## config.mk

```make
export PLATFORM = sky130hd
export DESIGN_NAME = i2s_tx_controller
export DESIGN_NICKNAME = d
export VERILOG_FILES = /design/src/rtl/i2s_pkg.sv /design/src/rtl/i2s_sck_gen.sv /design/src/rtl/i2s_tx_controller.sv
export SDC_FILE = /design/constraint.sdc
export NUM_CORES = 1
export LEC_CHECK = 0
export BUFFER_PORTS_ARGS = -buffer_cell sky130_fd_sc_hd__buf_4
export CORE_MARGIN = 2
export CORE_UTILIZATION = 45
export CTS_CLUSTER_DIAMETER = 40
export DETAILED_ROUTE_END_ITERATION = 8
export GPL_TIMING_DRIVEN = 0
export PLACE_DENSITY = 0.8
export SLEW_MARGIN = 10
export SYNTH_ARGS = -nofsm -noshare
export SYNTH_HDL_FRONTEND = slang
export SYNTH_SLANG_ARGS = --single-unit
```

## constraint.sdc

```tcl
create_clock -name clk -period 13.32 [get_ports clk]
set_input_delay 0.666 -clock clk [delete_from_list [all_inputs] [get_ports clk]]
set_output_delay 0.666 -clock clk [all_outputs]
set_load 0.005 [all_outputs]
```

## src/rtl/i2s_pkg.sv

```systemverilog
// Shared constants and state encoding for the I2S transmit controller.
package i2s_pkg;

    // Default channel word width; must match the downstream serializer.
    localparam int I2S_DATA_WIDTH = 32;

    // Default number of clk cycles per sck period (even, >= 4).
    localparam int I2S_SCK_DIV = 8;

    // Default width of the saturating underrun counter.
    localparam int I2S_UNDERRUN_CNT_WIDTH = 16;

    // Controller state: IDLE holds the bit clock parked, RUN streams frames.
    typedef enum logic {
        ST_IDLE = 1'b0,
        ST_RUN  = 1'b1
    } state_e;

endpackage

```

## src/rtl/i2s_sck_gen.sv

```systemverilog
// Bit clock and word select generator.
//
// Holds the divider counter (div_cnt), the bit-within-word counter (bit_cnt),
// and the registered sck/ws outputs. While run_i is low every register is
// parked at its idle value (sck = 0, ws = 1, counters 0). start_i marks the
// edge that enters RUN: counters restart and ws drops to select the left word.
//
// half_o and frame_o are decoded from the current registers and are high in
// the last clk cycle of the left and right word respectively, i.e. they flag
// the edge on which ws is about to toggle.
module i2s_sck_gen
    import i2s_pkg::*;
#(
    parameter int DATA_WIDTH = I2S_DATA_WIDTH,
    parameter int SCK_DIV    = I2S_SCK_DIV
) (
    input  logic clk,
    input  logic rst,
    input  logic run_i,
    input  logic start_i,
    output logic sck_o,
    output logic ws_o,
    output logic half_o,
    output logic frame_o
);

    localparam int DIV_W = (SCK_DIV > 1) ? $clog2(SCK_DIV) : 1;
    localparam int BIT_W = (DATA_WIDTH > 1) ? $clog2(DATA_WIDTH) : 1;

    localparam logic [DIV_W-1:0] DIV_LAST = DIV_W'(SCK_DIV - 1);
    localparam logic [DIV_W-1:0] DIV_HALF = DIV_W'(SCK_DIV / 2);
    localparam logic [BIT_W-1:0] BIT_LAST = BIT_W'(DATA_WIDTH - 1);

    logic [DIV_W-1:0] div_cnt_q, div_cnt_d;
    logic [BIT_W-1:0] bit_cnt_q, bit_cnt_d;
    logic             sck_q, sck_d;
    logic             ws_q, ws_d;

    logic div_wrap;
    logic word_end;

    assign div_wrap = (div_cnt_q == DIV_LAST);
    assign word_end = div_wrap && (bit_cnt_q == BIT_LAST);

    // End-of-word strobes; ws tells which half of the frame is ending.
    assign half_o  = word_end && !ws_q;
    assign frame_o = word_end && ws_q;

    assign sck_o = sck_q;
    assign ws_o  = ws_q;

    // Next-state for the divider, bit counter, sck and ws.
    always_comb begin
        div_cnt_d = div_cnt_q;
        bit_cnt_d = bit_cnt_q;
        sck_d     = sck_q;
        ws_d      = ws_q;

        if (!run_i) begin
            // Parked: bit clock low, word select on the right channel.
            div_cnt_d = '0;
            bit_cnt_d = '0;
            sck_d     = 1'b0;
            ws_d      = 1'b1;
        end else if (start_i) begin
            // Entry edge behaves like a frame boundary: left word begins.
            div_cnt_d = '0;
            bit_cnt_d = '0;
            sck_d     = 1'b0;
            ws_d      = 1'b0;
        end else begin
            if (div_wrap) begin
                div_cnt_d = '0;
                if (bit_cnt_q == BIT_LAST) begin
                    bit_cnt_d = '0;
                    ws_d      = ~ws_q;
                end else begin
                    bit_cnt_d = bit_cnt_q + 1'b1;
                end
            end else begin
                div_cnt_d = div_cnt_q + 1'b1;
            end
            // sck is low for the first half of each divider period, so every
            // ws toggle (div_cnt back to 0) coincides with sck going low.
            sck_d = (div_cnt_d >= DIV_HALF);
        end
    end

    // Counter and clock output registers.
    always_ff @(posedge clk or posedge rst) begin
        if (rst) begin
            div_cnt_q <= '0;
            bit_cnt_q <= '0;
            sck_q     <= 1'b0;
            ws_q      <= 1'b1;
        end else begin
            div_cnt_q <= div_cnt_d;
            bit_cnt_q <= bit_cnt_d;
            sck_q     <= sck_d;
            ws_q      <= ws_d;
        end
    end

endmodule

```

## src/rtl/i2s_tx_controller.sv

```systemverilog
// I2S transmit sequencing controller.
//
// Upstream handshake: a pair (in_left, in_right) is transferred on every
// clk edge where in_valid && in_ready. in_ready is the registered inverse of
// the one-entry buffer flag, so it never depends on in_valid in the same
// cycle; in_valid may be asserted at any time and the pair is held by the
// source until accepted.
//
// At each frame boundary the buffered pair (or zeros, on underrun) is moved
// into data_left/data_right, which then stay stable for the whole frame.
// A pair accepted on the boundary edge itself is not bypassed; it waits in
// the buffer for the following frame.
module i2s_tx_controller
    import i2s_pkg::*;
#(
    parameter int DATA_WIDTH         = I2S_DATA_WIDTH,
    parameter int SCK_DIV            = I2S_SCK_DIV,
    parameter int UNDERRUN_CNT_WIDTH = I2S_UNDERRUN_CNT_WIDTH
) (
    input  logic                          clk,
    input  logic                          rst,
    input  logic                          enable,
    input  logic                          in_valid,
    output logic                          in_ready,
    input  logic [DATA_WIDTH-1:0]         in_left,
    input  logic [DATA_WIDTH-1:0]         in_right,
    output logic                          sck,
    output logic                          ws,
    output logic [DATA_WIDTH-1:0]         data_left,
    output logic [DATA_WIDTH-1:0]         data_right,
    output logic                          frame_start,
    output logic                          underrun,
    output logic [UNDERRUN_CNT_WIDTH-1:0] underrun_count,
    output logic                          busy
);

    // FSM
    state_e state_q, state_d;
    logic   gen_run;
    logic   gen_start;
    logic   frame_evt;

    // Timing strobes from the bit clock generator
    logic frame_bnd;
    logic half_bnd_unused;

    // Prefetch buffer
    logic                  buf_full_q, buf_full_d;
    logic [DATA_WIDTH-1:0] buf_left_q, buf_left_d;
    logic [DATA_WIDTH-1:0] buf_right_q, buf_right_d;
    logic                  accept;

    // Output registers
    logic [DATA_WIDTH-1:0]         data_left_q, data_left_d;
    logic [DATA_WIDTH-1:0]         data_right_q, data_right_d;
    logic                          frame_start_q, frame_start_d;
    logic                          underrun_q, underrun_d;
    logic [UNDERRUN_CNT_WIDTH-1:0] ucnt_q, ucnt_d;

    i2s_sck_gen #(
        .DATA_WIDTH (DATA_WIDTH),
        .SCK_DIV    (SCK_DIV)
    ) u_sck_gen (
        .clk     (clk),
        .rst     (rst),
        .run_i   (gen_run),
        .start_i (gen_start),
        .sck_o   (sck),
        .ws_o    (ws),
        .half_o  (half_bnd_unused),
        .frame_o (frame_bnd)
    );

    // FSM next state: enter RUN on enable, leave only at a frame boundary.
    always_comb begin
        state_d   = state_q;
        gen_start = 1'b0;
        frame_evt = 1'b0;

        case (state_q)
            ST_IDLE: begin
                if (enable) begin
                    state_d   = ST_RUN;
                    gen_start = 1'b1;
                    frame_evt = 1'b1;
                end
            end
            ST_RUN: begin
                // Enable is only looked at here, so a frame in flight always
                // finishes its right word before the controller parks.
                if (frame_bnd) begin
                    if (enable) begin
                        frame_evt = 1'b1;
                    end else begin
                        state_d = ST_IDLE;
                    end
                end
            end
            default: begin
                state_d = ST_IDLE;
            end
        endcase

        gen_run = (state_d == ST_RUN);
    end

    // FSM state register.
    always_ff @(posedge clk or posedge rst) begin
        if (rst) begin
            state_q <= ST_IDLE;
        end else begin
            state_q <= state_d;
        end
    end

    assign accept = in_valid && !buf_full_q;

    // Buffer, frame output and underrun next-state.
    always_comb begin
        buf_full_d    = buf_full_q;
        buf_left_d    = buf_left_q;
        buf_right_d   = buf_right_q;
        data_left_d   = data_left_q;
        data_right_d  = data_right_q;
        frame_start_d = 1'b0;
        underrun_d    = 1'b0;
        ucnt_d        = ucnt_q;

        if (frame_evt) begin
            frame_start_d = 1'b1;
            if (buf_full_q) begin
                data_left_d  = buf_left_q;
                data_right_d = buf_right_q;
                buf_full_d   = 1'b0;
            end else begin
                data_left_d  = '0;
                data_right_d = '0;
                underrun_d   = 1'b1;
                if (ucnt_q != '1) begin
                    ucnt_d = ucnt_q + 1'b1;
                end
            end
        end

        // accept implies the buffer was empty, so it never collides with a
        // load out of the buffer above.
        if (accept) begin
            buf_full_d  = 1'b1;
            buf_left_d  = in_left;
            buf_right_d = in_right;
        end
    end

    // Buffer and output registers; reset discards any buffered pair.
    always_ff @(posedge clk or posedge rst) begin
        if (rst) begin
            buf_full_q    <= 1'b0;
            buf_left_q    <= '0;
            buf_right_q   <= '0;
            data_left_q   <= '0;
            data_right_q  <= '0;
            frame_start_q <= 1'b0;
            underrun_q    <= 1'b0;
            ucnt_q        <= '0;
        end else begin
            buf_full_q    <= buf_full_d;
            buf_left_q    <= buf_left_d;
            buf_right_q   <= buf_right_d;
            data_left_q   <= data_left_d;
            data_right_q  <= data_right_d;
            frame_start_q <= frame_start_d;
            underrun_q    <= underrun_d;
            ucnt_q        <= ucnt_d;
        end
    end

    assign in_ready       = !buf_full_q;
    assign data_left      = data_left_q;
    assign data_right     = data_right_q;
    assign frame_start    = frame_start_q;
    assign underrun       = underrun_q;
    assign underrun_count = ucnt_q;
    assign busy           = (state_q == ST_RUN);

endmodule

```

==> qor.yml, run 1 <==
outcome: "finished, final reports clean"
worstPathArrival_ns: 1.66
crit_fanout: 10
port_buffers: 153
die_h_um: 123
diodes: 0
finClkSkew_ns: 0.00730
cp.depth: 4
syn2layout_area_growth_pct: 32.1
setup_tns_ns: 0
syn_area_sq_um: 6350
drc: 0
grt_usage_pct: 20.3
power.density_nw_per_um2: 146
clkLatencyLatePin_ns: 0.42
vias: 4657
nNetsFinal: 792
worst_slew_pin_slew_ns: 0.583
fin_hold_ws_ns: 0.205
antenna_found_initial: 0
clk_pin_slew_ns: 0.06
cts_resized: 0
cp_cell_sequence: "buf_2, clkbuf_1, inv_1, buf_4"
dieArea_sq_um: 15100
timing.fmax_mhz: 431
wl_um: 14700
rsz0062_at_grt: "no"
core-area_sq_um: 13800
dp_hpwl_um: 10300
io_pins: 154
hp-class: "primary input to asynchronous set/reset pin"
cts_sinks: 157
synthesis.nets: 619
yosysWarnings: 0
yosysUniqueCellTypes: 47
worst-path-buf-inv: 4
fin_area_sq_um: 8400
max_stage_delay_ns: 0.41
required_ns: 12.65
cpMaxStageDelayCell: "clkbuf_1"
cts_max_path_buffers: 2
fin_crit_ns: 2.32
p_leak_nw: 4.31
drv_cap: 0
final-setup-viol-count: 0
drive_gt1_share_pct: 38.5
cts_root_buffer: "clkbuf_16"
maxSlewViolCount: 0
vias_per_cell: 5.11
timing_hold_violations_final: 0
post-route-period-util_pct: 17.4
cts_tree: "built"
syn-mean-instance-area_sq_um: 11.6
dp.cells: 880
num_rows: 43
drtAntennaViolNets: 0
ys_ff_latch: 157
drtPass1Iterations: 4
worstSetupEndpointType: "output port"
layout_commonest_cell: "buf_4"
setup_ws_ns: 11.00
fill_cells: 1120
drt_iter0_drc: 208
cpLargestDelayFamily: "buffers and inverters"
finalNonFillerCells: 912
wl_per_cell_um: 16.1
initial_core_util_pct: 46.0
slew_headroom_pct: 61.1
gp_congestion: 0.799
start_kind: "register"
fp.dieW_um: 123
path_class: "register to output port"
placed_area_sq_um: 7760
grt_pass1_vias: 4656
cts_hold_buf: 0
htreeDepth: 4
grt_first_pass_wirelength_um: 23400
grt_overflow: 0
r2r_cells: 10
pre_cts_slack_ns: 11.06
max-vdd-ir-drop_v: 0.0000913
cts_inserted_buffers: 17
netlist_instances: 546
grt_max_degree: 121
layout_common_cells: "buf_4, dfrtp_1, nand2_1"
post_cts_buffers: 0
synth_seq_area_share_pct: 61.8
through the flow:
step	power (W)	utilization (%)
6_report	0.00122	60.7
2_1_floorplan	0.000677	-
5_1_grt	0.00128	60.7
3_3_place_gp	0.000710	55.9
4_1_cts	0.00124	60.7
3_5_place_dp	0.000724	56.1
cell type report:
class / count / area, sq um / area share, %
multi-input combinational: 348 / 2220 / 26.5
tap: 180 / 225 / 2.68
inverter: 9 / 41.3 / 0.492
buffer: 32 / 169 / 2.01
timing repair buffer: 154 / 1180 / 14.0
sequential: 157 / 3930 / 46.8
clock buffer: 27 / 533 / 6.35
clock inverter: 5 / 100 / 1.19
layer usage:
layer,share of wire [%],track usage (%),vias to the layer above
li1,-,-,2192
met1,41,24.8,2300
met2,51,34.0,148
met3,6.4,6.60,17
met4,1.5,6.90,0
met5,0,0,-
final timing paths:
check,start,endpoint,slack (ns)
setup / recovery,buf_full_q,in_ready,11.00
hold / removal,rst,buf_right_q[13],0.21
setup reg to reg,u_sck_gen.bit_cnt_q[0],data_right[17],11.04
hold reg to reg,u_sck_gen.div_cnt_q[0],u_sck_gen.div_cnt_q[0],0.46
max in group asynchronous,rst,buf_left_q[21],12.27
min in group clk,u_sck_gen.div_cnt_q[0],u_sck_gen.div_cnt_q[0],0.46
power by group:
group          internal, W  switching, W
registers         0.000554     0.0000417
logic            0.0000750     0.0000432
clock network     0.000330      0.000180
registers in the layout (all words and copies together), names as in the netlist:
register / flops
u_sck_gen.div_cnt_q: 3
busy: 1
underrun_count: 16
underrun: 1
data_left: 32
data_right: 32
buf_full_q: 1
u_sck_gen.bit_cnt_q: 5
frame_start: 1
buf_left_q: 32
buf_right_q: 32
u_sck_gen.ws_o: 1
cell usage after synthesis, drive strengths merged:
| cell | number | area (sq um) |
|---|---|---|
| a211o | 1 | 8.76 |
| mux2 | 66 | 747 |
| and2 | 3 | 18.8 |
| a211oi | 2 | 27.5 |
| nand2b | 2 | 12.5 |
| nor2 | 11 | 41.3 |
| o21ai | 2 | 10.0 |
| o211ai | 1 | 7.51 |
| nor2b | 1 | 6.26 |
| nand2 | 133 | 499 |
| nor3 | 4 | 25.0 |
| nand4 | 7 | 56.3 |
| clkbuf | 7 | 26.3 |
| inv | 9 | 33.8 |
| or2 | 1 | 6.26 |
| ha | 5 | 62.6 |
| dfstp | 1 | 26.3 |
| and3 | 3 | 18.8 |
| nand3b | 1 | 7.51 |
| a21oi | 6 | 30.0 |
| or2b | 1 | 7.51 |
| dfrtp | 156 | 3900 |
| o2111a | 2 | 22.5 |
| mux2i | 2 | 20.0 |
| and4 | 2 | 17.5 |
| nand3 | 68 | 358 |
| xnor2 | 4 | 35.0 |
| buf | 25 | 143 |
| nor4 | 4 | 40.0 |
| a31oi | 3 | 18.8 |
| a21o | 2 | 15.0 |
| o2111ai | 2 | 17.5 |
| nor4b | 1 | 15.0 |
| xor2 | 8 | 70.1 |
logic make-up (layout without fill, tap and decap cells):
group                    count (synthesis)  after routing  share of synthesized area (%)
AO/OA/AOI/OAI                           21             21                           2.48
XOR/XNOR                                12             12                           1.65
adder cells (fa/ha/maj)                  5              5                          0.984
buffers and inverters                   41            227                           3.19
flip-flops                             157            157                           61.8
multiplexers                            68             68                           12.1
AND/OR/NAND/NOR                        242            242                           17.8
No activity file was read; power rests on OpenSTA's default activity.
==> run 2, diff against run 1 <==
--- a/config.mk
+++ b/config.mk
@@ -11,7 +11,7 @@
 export CTS_CLUSTER_DIAMETER = 40
 export DETAILED_ROUTE_END_ITERATION = 8
 export GPL_TIMING_DRIVEN = 0
-export PLACE_DENSITY = 0.8
+export PLACE_DENSITY = 0.83
 export SLEW_MARGIN = 10
 export SYNTH_ARGS = -nofsm -noshare
 export SYNTH_HDL_FRONTEND = slang
==> constraint.sdc (replaced) <==
create_clock -name clk -period 2.05 [get_ports clk]
set_input_delay 0.1025 -clock clk [delete_from_list [all_inputs] [get_ports clk]]
set_output_delay 0.1025 -clock clk [all_outputs]
set_load 0.005 [all_outputs]
==> qor.yml, run 2 (same netlist as run 1, synthesis figures left out) <==
outcome: "finished, final reports clean"
post-route-period-util_pct: 96.4
cp_cell_sequence: "ha_2, and3_4, ha_4, nand3_4, a21o_1, buf_6, nor3_4, mux2_4"
cts_max_path_buffers: 2  # unchanged
syn2layout_area_growth_pct: 46.6
power.density_nw_per_um2: 880  # +500%
drtAntennaViolNets: 0  # unchanged
setup_ws_ns: 0.0735  # -10.92 ns
final-setup-viol-count: 0  # unchanged
num_rows: 43  # unchanged
die_h_um: 123  # unchanged
io_pins: 154  # unchanged
fin_area_sq_um: 9320  # +11%
p_leak_nw: 4.67  # +8.5%
core-area_sq_um: 13800  # unchanged
cts_inserted_buffers: 17  # unchanged
p_total_w: 0.00820  # +570%
antenna_found_initial: 0  # unchanged
grt_overflow: 0  # unchanged
cts_root_buffer: "clkbuf_16"
drc: 0  # unchanged
drive_gt1_share_pct: 36.9  # -1.6 points
fp.dieW_um: 123  # unchanged
reg2reg_slack_ns: 0.07  # -10.97 ns
timing.fmax_mhz: 506
drv_cap: 0  # unchanged
gp_congestion: 0.753  # -5.8%
nNetsFinal: 872  # +10%
htreeDepth: 4  # unchanged
postLayoutCoreUtil_pct: 67.4  # +6.6 points
drt_iter0_drc: 342  # +64%
clk_pin_slew_ns: 0.06  # about the same
maxSlewViolCount: 0  # unchanged
grt_first_pass_wirelength_um: 25600  # +9.6%
fin_crit_ns: 1.98
hp-class: "primary input to asynchronous set/reset pin"
dp_hpwl_um: 10100  # -1.9%
wl_per_cell_um: 16.2  # +0.47%
path_class: "register to register"
worst-path-buf-inv: 1  # -3
cts_sinks: 157  # unchanged
vias: 5029  # +8.0%
start_kind: "register"
required_ns: 2.35  # -10.30 ns
cts_tree: "built"
vias_per_cell: 5.06  # -0.82%
slew_headroom_pct: 68.9  # +7.8 points
placed_area_sq_um: 7810  # +0.63%
drtPass1Iterations: 6  # +2
dieArea_sq_um: 15100  # unchanged
grt_usage_pct: 22.0  # +1.7 points
cpMaxStageDelayCell: "dfrtp_1"
max_stage_delay_ns: 0.37  # -0.04 ns
grt_max_degree: 38  # -69%
initial_core_util_pct: 46.0  # unchanged
worstPathArrival_ns: 2.27  # +0.61 ns
finClkSkew_ns: 0.00910  # +0.00180 ns
clkLatencyLatePin_ns: 0.41  # about the same
wl_um: 16100  # +9.4%
crit_fanout: 5  # -5
worst_slew_pin_slew_ns: 0.466  # -0.117 ns
port_buffers: 153  # unchanged
layout_common_cells: "buf_4, dfrtp_1, nand2_1"
setup_tns_ns: 0  # unchanged
timing_hold_violations_final: 0  # unchanged
layout_commonest_cell: "buf_4"
cpLargestDelayFamily: "simple AND/OR/NAND/NOR gates"
grt_pass1_vias: 5207  # +12%
pre_cts_slack_ns: -0.185  # -11.25 ns
max-vdd-ir-drop_v: 0.000708  # +680%
worstSetupEndpointType: "register"
## run 2: changes by cell type in the layout (fill, tap and decap cells not counted), moves of 3 or more
cell	before	now
dlygate4sd3_1	0	66
buf_4	159	167
buf_12	0	5
buf_2	15	10
clkbuf_8	7	2
buf_8	0	3
clkinvlp_4	0	3
## run 2: timing repair
action / in CTS / in global routing
gates cloned: 0 / 2
endpoints found under the setup margin: 67 / 68
resized for setup: 13 / 14
pin swaps: 1 / 8
buffers inserted: 3 / 6
hold buffers: 66 / 0
endpoints found under the hold margin: 80 / 0
## run 2: power by group
| group | internal, W | switching (W) | leakage [nW] | total, W |
|---|---|---|---|---|
| registers | 0.00360 | 0.000267 | 2.01 | 0.00387 |
| clock network | 0.00223 | 0.00121 | 0.308 | 0.00345 |
| logic | 0.000578 | 0.000308 | 2.36 | 0.000887 |
| total | 0.00641 | 0.00179 | 4.67 | 0.00820 |
## run 2: final timing paths
check | startpoint | to | depth (start not counted)
min in group clk | in_valid | buf_left_q[21] | 4
hold reg to reg | data_right[6] | data_right[6] | 2
setup / recovery | u_sck_gen.bit_cnt_q[1] | underrun_count[1] | 8
hold / removal | rst | underrun_count[7] | 3
max in group asynchronous | rst | data_left[15] | 5
setup reg to reg | u_sck_gen.bit_cnt_q[1] | underrun_count[1] | 8
## run 2: per-stage QoR
| stage | hold slack (ns) | instances |
|---|---|---|
| 2_1_floorplan | 0.206 | 546 |
| 3_3_place_gp | 0.325 | 879 |
| 3_5_place_dp | 0.147 | 883 |
| 4_1_cts | 0.260 | 984 |
| 5_1_grt | 0.306 | 992 |
| 6_report | 0.301 | 993 |
## run 2: layout make-up
cell class	instances	area, sq um
Buffer	32	229
Clock buffer	23	468
Multi-Input combinational cell	348	2250
Inverter	9	42.5
Sequential cell	157	3930
Fill cell	968	4510
Clock inverter	9	183
Tap cell	180	225
Timing Repair Buffer	234	1990
Antenna cell	1	2.50
## run 2: metal layers
metal | GRT usage [%] | vias up | part of all wire [%] | wire [um]
met5 | 0 | - | 0 | 0
met4 | 8.26 | 0 | 2.7 | 427
met3 | 5.86 | 41 | 5.0 | 805
met2 | 37.3 | 162 | 52 | 8390
met1 | 26.9 | 2468 | 40 | 6450
li1 | - | 2358 | - | -
## run 2: worst register-to-register path, stage by stage, from the launching register on
cell	delay, ns
dfrtp_1	0.37
ha_2	0.19
and3_4	0.19
ha_4	0.16
nand3_4	0.10
a21o_1	0.19
buf_6	0.14
nor3_4	0.20
mux2_4	0.31
